`src/rtl/pqpq_if.sv`:
```
// Command/result bundle for the pqpq arithmetic unit.
// The master drives the opcode, operand and read select; the slave returns results.
interface pqpq_if;
  logic [1:0]  x;
  logic [34:0] y;
  logic [1:0]  rd_sel;
  logic [31:0] rd_data;
  logic [31:0] res;
  logic        res_valid;
  logic        ovf;
  logic        ovf_sticky;

  modport master (
    output x, y, rd_sel,
    input  rd_data, res, res_valid, ovf, ovf_sticky
  );

  modport slave (
    input  x, y, rd_sel,
    output rd_data, res, res_valid, ovf, ovf_sticky
  );
endinterface

```
`src/rtl/pqpq.sv`:
```
// Four-register accumulator: LOAD/ADD/SUB with optional saturation against QWE.
// Results are registered; the register file is also readable combinationally.
module pqpq #(
  parameter logic [31:0] QWE = 32'hFFFF_FFFF
) (
  input logic   clk,
  input logic   reset,
  pqpq_if.slave bus
);
  typedef enum logic [1:0] {
    OP_NOP  = 2'b00,
    OP_LOAD = 2'b01,
    OP_ADD  = 2'b10,
    OP_SUB  = 2'b11
  } op_t;

  logic [31:0] regs [4];
  logic [31:0] res_q;
  logic        valid_q;
  logic        ovf_q;
  logic        sticky_q;

  op_t         op;
  logic [1:0]  s;
  logic        sat;
  logic [31:0] v;
  logic [31:0] cur;
  logic [32:0] sum;
  logic [31:0] diff;
  logic        borrow;
  logic [31:0] nxt;
  logic        ovf_n;

  assign op  = op_t'(bus.x);
  assign s   = bus.y[34:33];
  assign sat = bus.y[32];
  assign v   = bus.y[31:0];
  assign cur = regs[s];

  always_comb begin
    sum    = {1'b0, cur} + {1'b0, v};
    diff   = cur - v;
    borrow = (v > cur);
    nxt    = cur;
    ovf_n  = 1'b0;
    unique case (op)
      OP_LOAD: begin
        if (sat && (v > QWE)) begin
          nxt   = QWE;
          ovf_n = 1'b1;
        end else begin
          nxt = v;
        end
      end
      OP_ADD: begin
        if (!sat) begin
          nxt   = sum[31:0];
          ovf_n = sum[32];
        end else if (sum > {1'b0, QWE}) begin
          nxt   = QWE;
          ovf_n = 1'b1;
        end else begin
          nxt = sum[31:0];
        end
      end
      OP_SUB: begin
        if (!sat) begin
          nxt   = diff;
          ovf_n = borrow;
        end else if (borrow) begin
          nxt   = '0;
          ovf_n = 1'b1;
        end else if (diff > QWE) begin
          nxt   = QWE;
          ovf_n = 1'b1;
        end else begin
          nxt = diff;
        end
      end
      default: begin
        nxt   = cur;
        ovf_n = 1'b0;
      end
    endcase
  end

  always_ff @(posedge clk) begin
    if (!reset) begin
      for (int unsigned i = 0; i < 4; i++) regs[i] <= '0;
      res_q    <= '0;
      valid_q  <= 1'b0;
      ovf_q    <= 1'b0;
      sticky_q <= 1'b0;
    end else if (op != OP_NOP) begin
      regs[s]  <= nxt;
      res_q    <= nxt;
      valid_q  <= 1'b1;
      ovf_q    <= ovf_n;
      sticky_q <= sticky_q | ovf_n;
    end else begin
      valid_q <= 1'b0;
      ovf_q   <= 1'b0;
    end
  end

  assign bus.rd_data    = regs[bus.rd_sel];
  assign bus.res        = res_q;
  assign bus.res_valid  = valid_q;
  assign bus.ovf        = ovf_q;
  assign bus.ovf_sticky = sticky_q;
endmodule

```
`src/flat_wrapper.sv`:
```
// flat-port wrapper written by rule: the top's interface ports become plain ports
module pqpq_flat 
#(
  parameter logic [31:0] QWE = 32'hFFFF_FFFF
)
  (clk, reset, bus_x, bus_y, bus_rd_sel, bus_rd_data, bus_res, bus_res_valid, bus_ovf, bus_ovf_sticky);
  pqpq_if bus_i ();
  input logic clk;
  input logic reset;
  input wire logic [$bits(bus_i.x)-1:0] bus_x;
  input wire logic [$bits(bus_i.y)-1:0] bus_y;
  input wire logic [$bits(bus_i.rd_sel)-1:0] bus_rd_sel;
  output wire logic [$bits(bus_i.rd_data)-1:0] bus_rd_data;
  output wire logic [$bits(bus_i.res)-1:0] bus_res;
  output wire logic [$bits(bus_i.res_valid)-1:0] bus_res_valid;
  output wire logic [$bits(bus_i.ovf)-1:0] bus_ovf;
  output wire logic [$bits(bus_i.ovf_sticky)-1:0] bus_ovf_sticky;
  assign bus_i.x = bus_x;
  assign bus_i.y = bus_y;
  assign bus_i.rd_sel = bus_rd_sel;
  assign bus_rd_data = bus_i.rd_data;
  assign bus_res = bus_i.res;
  assign bus_res_valid = bus_i.res_valid;
  assign bus_ovf = bus_i.ovf;
  assign bus_ovf_sticky = bus_i.ovf_sticky;
  pqpq #(.QWE(QWE)) u_core (.clk(clk), .reset(reset), .bus(bus_i));
endmodule
```
`config.mk`:
```
export PLATFORM = sky130hd
export DESIGN_NAME = pqpq_flat
export DESIGN_NICKNAME = d
export VERILOG_FILES = /design/src/rtl/pqpq_if.sv /design/src/rtl/pqpq.sv /design/src/flat_wrapper.sv
export SDC_FILE = /design/constraint.sdc
export NUM_CORES = 1
export LEC_CHECK = 0
export BUFFER_PORTS_ARGS = -buffer_cell sky130_fd_sc_hd__buf_2
export CORE_MARGIN = 10
export CORE_UTILIZATION = 25
export CTS_BUF_LIST = sky130_fd_sc_hd__clkbuf_4 sky130_fd_sc_hd__clkbuf_8
export CTS_CLUSTER_SIZE = 40
export DETAILED_ROUTE_END_ITERATION = 6
export HOLD_SLACK_MARGIN = 0.02
export SLEW_MARGIN = 10
export SYNTH_ARGS = -nofsm -noshare
export SYNTH_HDL_FRONTEND = slang
export SYNTH_SLANG_ARGS = --single-unit
```
`constraint.sdc`:
```
create_clock -name clk -period 4.8 [get_ports clk]
set_input_delay 0.96 -clock clk [delete_from_list [all_inputs] [get_ports clk]]
set_output_delay 0.96 -clock clk [all_outputs]
set_load 0.05 [all_outputs]
```
### Word-level counts from Yosys, hierarchy flattened

Memories as Yosys holds them, arrays and structs flattened.
Index checks and enable logic that the tools add are counted.
Widths: inputs -> output; s select.

| operators by class | value |
|---|---|
| muxes and demuxes | 21 |
| order comparisons | 4 |
| $add $sub $neg | 2 |
| equality and inequality tests | 3 |
| bitwise logic cells | 1 |
| reduce and logical (&&, ||, !) cells | 4 |

Operators with widths:

| cell | number |
|---|---|
| $mux 32 | 7 |
| $pmux 32 s3 | 1 |
| $gt 32x32->1 const B | 2 |
| $add 32x32->33 | 1 |
| $gt 33x32->1 const B | 1 |
| $gt 32x32->1 | 1 |
| $reduce_or 32->1 | 1 |
| $sub 32x32->32 | 1 |
| $mux 1 | 11 |
| $eq 2x2->1 const B | 2 |
| $pmux 1 s3 | 1 |
| $eq 2x1->1 const B | 1 |
| $mux 2 | 1 |
| $reduce_and 2->1 | 1 |
| $reduce_bool 2->1 | 1 |
| $logic_and 1x1->1 | 1 |
| $or 1x1->1 | 1 |

| word-level totals | value |
|---|---|
| memories | 1 |
| register bits after elaboration | 35 |
| bits in writable memories | 128 |

Memories:

| name | words | width | rd ports | clocked after Yosys merged registers in | wr ports | line | text |
|---|---|---|---|---|---|---|---|
| u_core.regs | 4 | 32 | 2 | 0 | 4 | pqpq.sv:17 | `logic [31:0] regs [4];` |

### Logic depth before layout (Yosys ltp)

Gate-level depths: netlist of run 1.
An unclocked memory read counts as a cell.

| logic depth | value |
|---|---|
| word-level depth | 8 |
| gate-level depth with buffers | 17 |

### Worst setup path before layout of run 1

OpenSTA, ideal clock, no wires.

| timing path | value |
|---|---|
| path kind | input-to-reg |
| from | in bus_y[33] |
| to | mem u_core.regs[1][31], data pin |
| arrival | 4.658 ns |
| buffers on the path | 3 |
| data required time | 4.530 ns |
| stages on the path | 14 |
| path slack | -0.128 ns |
| path through | clkbuf_1 -> buf_1 -> mux4_2 -> ha_1 -> buf_2 -> inv_1 -> a2111oi_0 -> o311ai_0 -> o21ai_0 -> nand3_1 -> a311o_1 -> mux2i_1 -> a22oi_2 -> a21oi_1 |

RTL lines:

| item | line | text |
|---|---|---|
| start: declaration | flat_wrapper.sv:11 | `input wire logic [$bits(bus_i.y)-1:0] bus_y;` |
| end: declaration | pqpq.sv:17 |  |

==> results.json, run 1 <==
{
  "yosysUniqueCellTypes": 79,
  "total_power_uw": 4730,
  "clock_latency_ps": 480,
  "crit_chain": "buf_2 -> buf_12 -> mux4_2 -> ha_1 -> a21oi_1 -> o21bai_1 -> a21oi_1 -> nand3_1 -> o211ai_2 -> buf_4 -> a31o_1 -> buf_4 -> o21ai_1 -> nor2_1 -> buf_4 -> nor2_1",
  "syn_nets": 1293,
  "regArea_mm2": 0.00454,
  "fp-row-count": 80,
  "hold_buffers": 0,
  "final_area_mm2": 0.0149,
  "postRouteAntennaNets": 0,
  "synth.avg_cell_area_um2": 10.1,
  "port_buffers": 107,
  "finalCritPeriodShare_pct": 97.5,
  "ys_ff_latch": 163,
  "rrSetupSlack_ps": 570,
  "multi_input_area_mm2": 0.00679,
  "crit_buf_inv": 5,
  "post-route-min-period_ps": 4680,
  "clkTransAtPathRegs_ps": 80,
  "synth.largest_area_cell": "edfxtp_1",
  "r2r-start": "u_core.regs[2][0]",
  "ys_seq_area_share_pct": 38.1,
  "synth_cells": 1185,
  "cts_buffers": 17,
  "die_area_mm2": 0.0569,
  "drive_gt1_share_pct": 31.5,
  "path_depth": 16,
  "status": "finished clean",
  "track_usage_pct": 15.4,
  "critical_path.max_fanout": 23,
  "hp-class": "reg2reg",
  "slowest_stage": "mux4_2",
  "post_cts_buffers": 0,
  "crit_top_cell": "buf_4",
  "power_frac_comb_pct": 44.2,
  "io_pins": 108,
  "maxCapViolCount": 0,
  "max_freq_mhz": 214,
  "tns_ps": 0,
  "synth_edf_count": 128,
  "cp.required_ps": 4990,
  "cts_htree_levels": 4,
  "final_max_slew_viol_count": 0,
  "pwr-share-clk_pct": 19.8,
  "syn_area_mm2": 0.0119,
  "gr-total-overflow": 0,
  "cp.arrival_ps": 4870,
  "synth_ff_type": "edfxtp_1",
  "drt-met1-wl_um": 19100,
  "synth.area.top_cells": "edfxtp_1 32%, mux4_2 12%, ha_1 6.8%, dfxtp_1 5.9%, a21oi_1 3.9%",
  "cpPeakStageDelay_ps": 630,
  "ff2ff_path_depth": 17,
  "hpwl_um": 35600,
  "cts_tree": "done",
  "drt_iter0_markers": 764,
  "root_buffer": "clkbuf_8",
  "dr_total_vias": 10628,
  "rsz0062_at_grt": "false",
  "finalHoldViolations": 0,
  "die_h_um": 239,
  "area_growth_syn_to_layout_pct": 25.2,
  "cts_resized": 0,
  "grt_max_degree": 33,
  "crit_path_end": "u_core.regs[2][18]",
  "yosys_warnings": 0,
  "routed-wl-met2_um": 20600,
  "max_slew_margin_pct": 38.3,
  "switchingPower_uw": 1870,
  "skew_ps": 29.2,
  "start_util_pct": 25.2,
  "end_kind": "register",
  "fin_nets": 1551,
  "async_flop_share_pct": 0,
  "switching_share_pct": 39.5,
  "crit_family": "compound AO/OA/AOI/OAI gates",
  "drt-wirelength-per-cell_um": 21.4,
  "grt_pass1_wl_um": 66200,
  "seqPwrFrac_pct": 36.0,
  "critical_path_class": "in2reg",
  "powerDensity_mw_per_mm2": 316,
  "dr.max_layer_used": "met4",
  "clockBufferDepth": 2,
  "synth_top_area_share_pct": 32.2,
  "route.detailed.drc": 0,
  "internal_power_uw": 2860,
  "clock-sinks": 163,
  "gp_congestion": 0.930,
  "first_pass_iters": 5,
  "setup_viol": 0,
  "dpl_cell_area_mm2": 0.0146,
  "critPathLaunchType": "input port",
  "ir_drop_mv": 0.154,
  "worstSetupStartpoint": "bus_y[33]",
  "routed_wl_um": 44300,
  "die_x_um": 239,
  "antenna_found_initial": 8,
  "worstReg2RegEnd": "u_core.regs[2][18]",
  "fillCellCount": 4934,
  "drt-vias-per-instance": 5.12,
  "wl_met3_um": 3480,
  "worst_slew_pin_slew_ps": 922,
  "grt_pass1_vias": 10695,
  "core_region_area_mm2": 0.0474,
  "p_leak_uw": 0.00623
}
-- cell families (layout without fill, tap and decap cells) --
family | after synthesis | count (layout) | synth area share, %
DFF | 163 | 163 | 38.1
and+or+nand+nor | 372 | 372 | 15.0
muxes | 67 | 67 | 12.3
adders and majority gates | 67 | 67 | 7.15
other | 0 | 5 | 0
xor gates and xnor gates | 47 | 47 | 3.45
AOI/OAI and AO/OA | 320 | 320 | 18.6
buffers and inverters | 149 | 420 | 5.34
-- layer usage --
layer | global-route usage (%) | vias up
li1 | - | 4928
met1 | 19.9 | 5253
met2 | 25.1 | 403
met3 | 3.19 | 44
met4 | 5.05 | 0
met5 | 0 | -
-- stage by stage --
step | worst slack, ps | util [%] | cells | hold WS (ps)
floorplan | 125 | - | 1185 | 674
global placement | -457 | 30.7 | 2039 | 429
detailed placement | -452 | 30.7 | 2039 | 433
CTS | 52.2 | 31.4 | 2071 | 454
global route | 42.7 | 31.5 | 2073 | 482
finish | 119 | 31.5 | 2076 | 457
-- placed cells by master, fill, tap and decap left out, drive strengths merged, types with 11 or more instances in the layout --
master  count
buf       313
xor2       11
dfxtp      35
and3       14
edfxtp    128
o21ai      66
a31oi      14
nor2      127
nand3      21
xnor2      36
nor2b      43
and2       20
nor3       28
o31ai      13
inv        85
o221ai     12
o21a       12
a21o       23
ha         65
mux4       64
nand2      75
a21oi      97
clkbuf     18
-- state kept, by name, summed over array words and instances, names as in the netlist --
register	flops
u_core.bus.res_valid	1
u_core.bus.res	32
u_core.regs	128
u_core.bus.ovf_sticky	1
u_core.bus.ovf	1
-- cell type report --
cell class,instances,area share (%)
well taps,615,5.15
clock inverters,14,0.796
flip-flops and latches,163,30.4
inverters,75,1.88
diodes,5,0.0837
multi-input cells,873,45.5
repair buffers,313,14.6
clock buffers,18,1.62
-- how the worst min path moves through the flow --
| stage | endpoint | from | slack [ps] | cells past startpoint |
|---|---|---|---|---|
| 2_1_floorplan | u_core.bus.res[18] | u_core.bus.res[18] | 670 | 2 |
| 4_1_cts | u_core.bus.res[9] | u_core.bus.res[9] | 450 | 1 |
| 6_report | u_core.bus.res[9] | u_core.bus.res[9] | 460 | 1 |
| 3_5_place_dp | u_core.bus.res[9] | u_core.bus.res[9] | 430 | 1 |
| 5_1_grt | u_core.bus.res[4] | u_core.bus.res[4] | 480 | 1 |
| 3_3_place_gp | u_core.bus.res[13] | u_core.bus.res[13] | 430 | 1 |
-- worst reg2reg max path, delay by kind of cell, from the launching register on --
| kind | cells | cell delay [ps] |
|---|---|---|
| compound gates | 7 | 1360 |
| buf+inv | 5 | 750 |
| simple gates | 2 | 390 |
| fa+ha+maj | 2 | 590 |
| flops | 1 | 400 |
| mux | 1 | 480 |
-- Yosys cell counts (all sizes together), types with 28 or more instances --
cell / count
nor3: 28
o21ai: 66
clkbuf: 38
xnor2: 36
dfxtp: 35
edfxtp: 128
inv: 75
buf: 36
nor2b: 43
a21oi: 97
nor2: 127
ha: 65
mux4: 64
nand2: 75
-- power by group through the flow --
| stage | combinational, µW | sequential (µW) | clock (µW) |
|---|---|---|---|
| after floorplan | 1160 | 1830 | 0 |
| after global placement | 2070 | 1730 | 0 |
| after detailed placement | 2070 | 1730 | 0 |
| after CTS | 2080 | 1700 | 962 |
| after global routing | 2240 | 1720 | 1020 |
| final | 2090 | 1700 | 934 |
(Power assumes the default switching activity.)
==> run 2: changes to the inputs <==
--- a/config.mk
+++ b/config.mk
@@ -12,6 +12,7 @@
 export CTS_CLUSTER_SIZE = 40
 export DETAILED_ROUTE_END_ITERATION = 6
 export HOLD_SLACK_MARGIN = 0.02
+export MAX_ROUTING_LAYER = met4
 export SLEW_MARGIN = 10
 export SYNTH_ARGS = -nofsm -noshare
 export SYNTH_HDL_FRONTEND = slang
==> run 2 against run 1 <==
Compared with the run above: first-iteration DRC count increased by 20%; clock power increased by 5.7%; combinational power about the same; critical path type unchanged; critical endpoint is now u_core.regs[2][23]; largest power group unchanged.
==> results.json, run 2 (synthesized netlist as in run 1, its figures left out) <==
{
  "critPathLaunchType": "input port",
  "powerDensity_mw_per_mm2": 319,
  "cts_buffers": 17,
  "finalCritPeriodShare_pct": 94.3,
  "route.detailed.drc": 0,
  "drive_gt1_share_pct": 31.3,
  "grt_pass1_wl_um": 67400,
  "area_growth_syn_to_layout_pct": 25.3,
  "grt_max_degree": 33,
  "setup_viol": 0,
  "clock_latency_ps": 480,
  "fp-row-count": 80,
  "cts_htree_levels": 4,
  "drt-vias-per-instance": 5.14,
  "fillCellCount": 4944,
  "io_pins": 108,
  "regMostFlops": "u_core.regs",
  "fin_nets": 1548,
  "finalHoldViolations": 0,
  "tns_ps": 0,
  "port_buffers": 107,
  "cts_tree": "done",
  "clkTransAtPathRegs_ps": 90,
  "critical_path_class": "in2reg",
  "critical_path.max_fanout": 11,
  "final_area_mm2": 0.0150,
  "grt_pass1_vias": 10854,
  "ir_drop_mv": 0.185,
  "p_leak_uw": 0.00621,
  "start_util_pct": 25.2,
  "gp_congestion": 0.977,
  "first_pass_iters": 5,
  "die_h_um": 239,
  "final_max_slew_viol_count": 0,
  "root_buffer": "clkbuf_8",
  "hpwl_um": 35600,
  "rrSetupSlack_ps": 670,
  "holdWs_ps": 452,
  "postRouteAntennaNets": 0,
  "max_slew_margin_pct": 37.6,
  "post_cts_buffers": 0,
  "die_x_um": 239,
  "post-route-min-period_ps": 4520,
  "antenna_found_initial": 8,
  "largest_reg_flops": 128,
  "status": "finished clean",
  "dr_total_vias": 10645,
  "gr-total-overflow": 0,
  "rsz0062_at_grt": "false",
  "cp.arrival_ps": 4720,
  "clockBufferDepth": 2,
  "hp-class": "reg2reg",
  "end_kind": "register",
  "core_region_area_mm2": 0.0474,
  "cp.required_ps": 5000,
  "maxCapViolCount": 0,
  "drt-wirelength-per-cell_um": 21.4,
  "max_freq_mhz": 221,
  "worst_slew_pin_slew_ps": 936,
  "routed_wl_um": 44400,
  "die_area_mm2": 0.0569,
  "clock-sinks": 163,
  "drt_iter0_markers": 918,
  "skew_ps": 25.8,
  "final_common_cell": "buf_4",
  "track_usage_pct": 16.0,
  "dpl_cell_area_mm2": 0.0146,
  "final_cell_mix": "193 x buf_4, 128 x edfxtp_1, 124 x nor2_1, 107 x buf_2, 94 x a21oi_1"
}
[run 2: where the power goes]
part | leakage, µW | switching [µW] | internal [µW]
clock network | 0.000180 | 545 | 442
registers | 0.00163 | 54.3 | 1650
logic | 0.00440 | 1250 | 832
total | 0.00621 | 1850 | 2920
[run 2: layout make-up]
class                           instances  area, µm²  area share [%]
Timing Repair Buffer                  310       2180            14.6
Sequential cell                       163       4540            30.4
Inverter                               75        282            1.88
Clock inverter                         12        120           0.803
Antenna cell                            3       7.51          0.0502
Multi-Input combinational cell        873       6790            45.4
Tap cell                              615        769            5.14
Clock buffer                           20        263            1.76
[run 2: path summary, 6_finish.rpt]
kind / from / to / cells after the start
worst min register to register: u_core.bus.res[7] / u_core.bus.res[7] / 1
worst min-delay path: u_core.bus.res[7] / u_core.bus.res[7] / 1
worst max register to register: u_core.regs[3][0] / u_core.regs[2][23] / 15
worst max-delay path: bus_y[33] / u_core.regs[2][23] / 17
[run 2: stage by stage]
step	power (µW)	cells	setup slack, ps	utilization (%)
after floorplan	2990	1185	125	-
after global placement	3800	2036	-295	30.7
after detailed placement	3800	2036	-306	30.7
after CTS	4800	2068	215	31.5
after global routing	5030	2070	24.7	31.5
final	4770	2071	276	31.5
[run 2: layer usage]
| layer | GRT usage, % | share of wire (%) |
|---|---|---|
| met4 | 5.11 | 2.7 |
| met2 | 24.9 | 46 |
| met5 | - | 0 |
| met1 | 21.0 | 45 |
| met3 | 2.59 | 6.1 |
[run 2: what timing repair did]
action / in CTS / in global routing
hold buffers: 0 / 0
hold endpoints to repair: 0 / 0
resized for setup: 0 / 2
endpoints found under the setup margin: 0 / 8
[run 2: worst max-delay path, cell delays in order]
cell and delay, ps:
buf_2 110, buf_12 150, mux4_2 520, inv_1 70, ha_1 150, inv_1 50
fa_1 410, a211oi_2 240, o21ai_2 120, o211ai_2 220, a311oi_2 210, o211ai_2 290
a31oi_2 160, buf_4 180, buf_4 150, a221oi_2 600, nor2_1 100
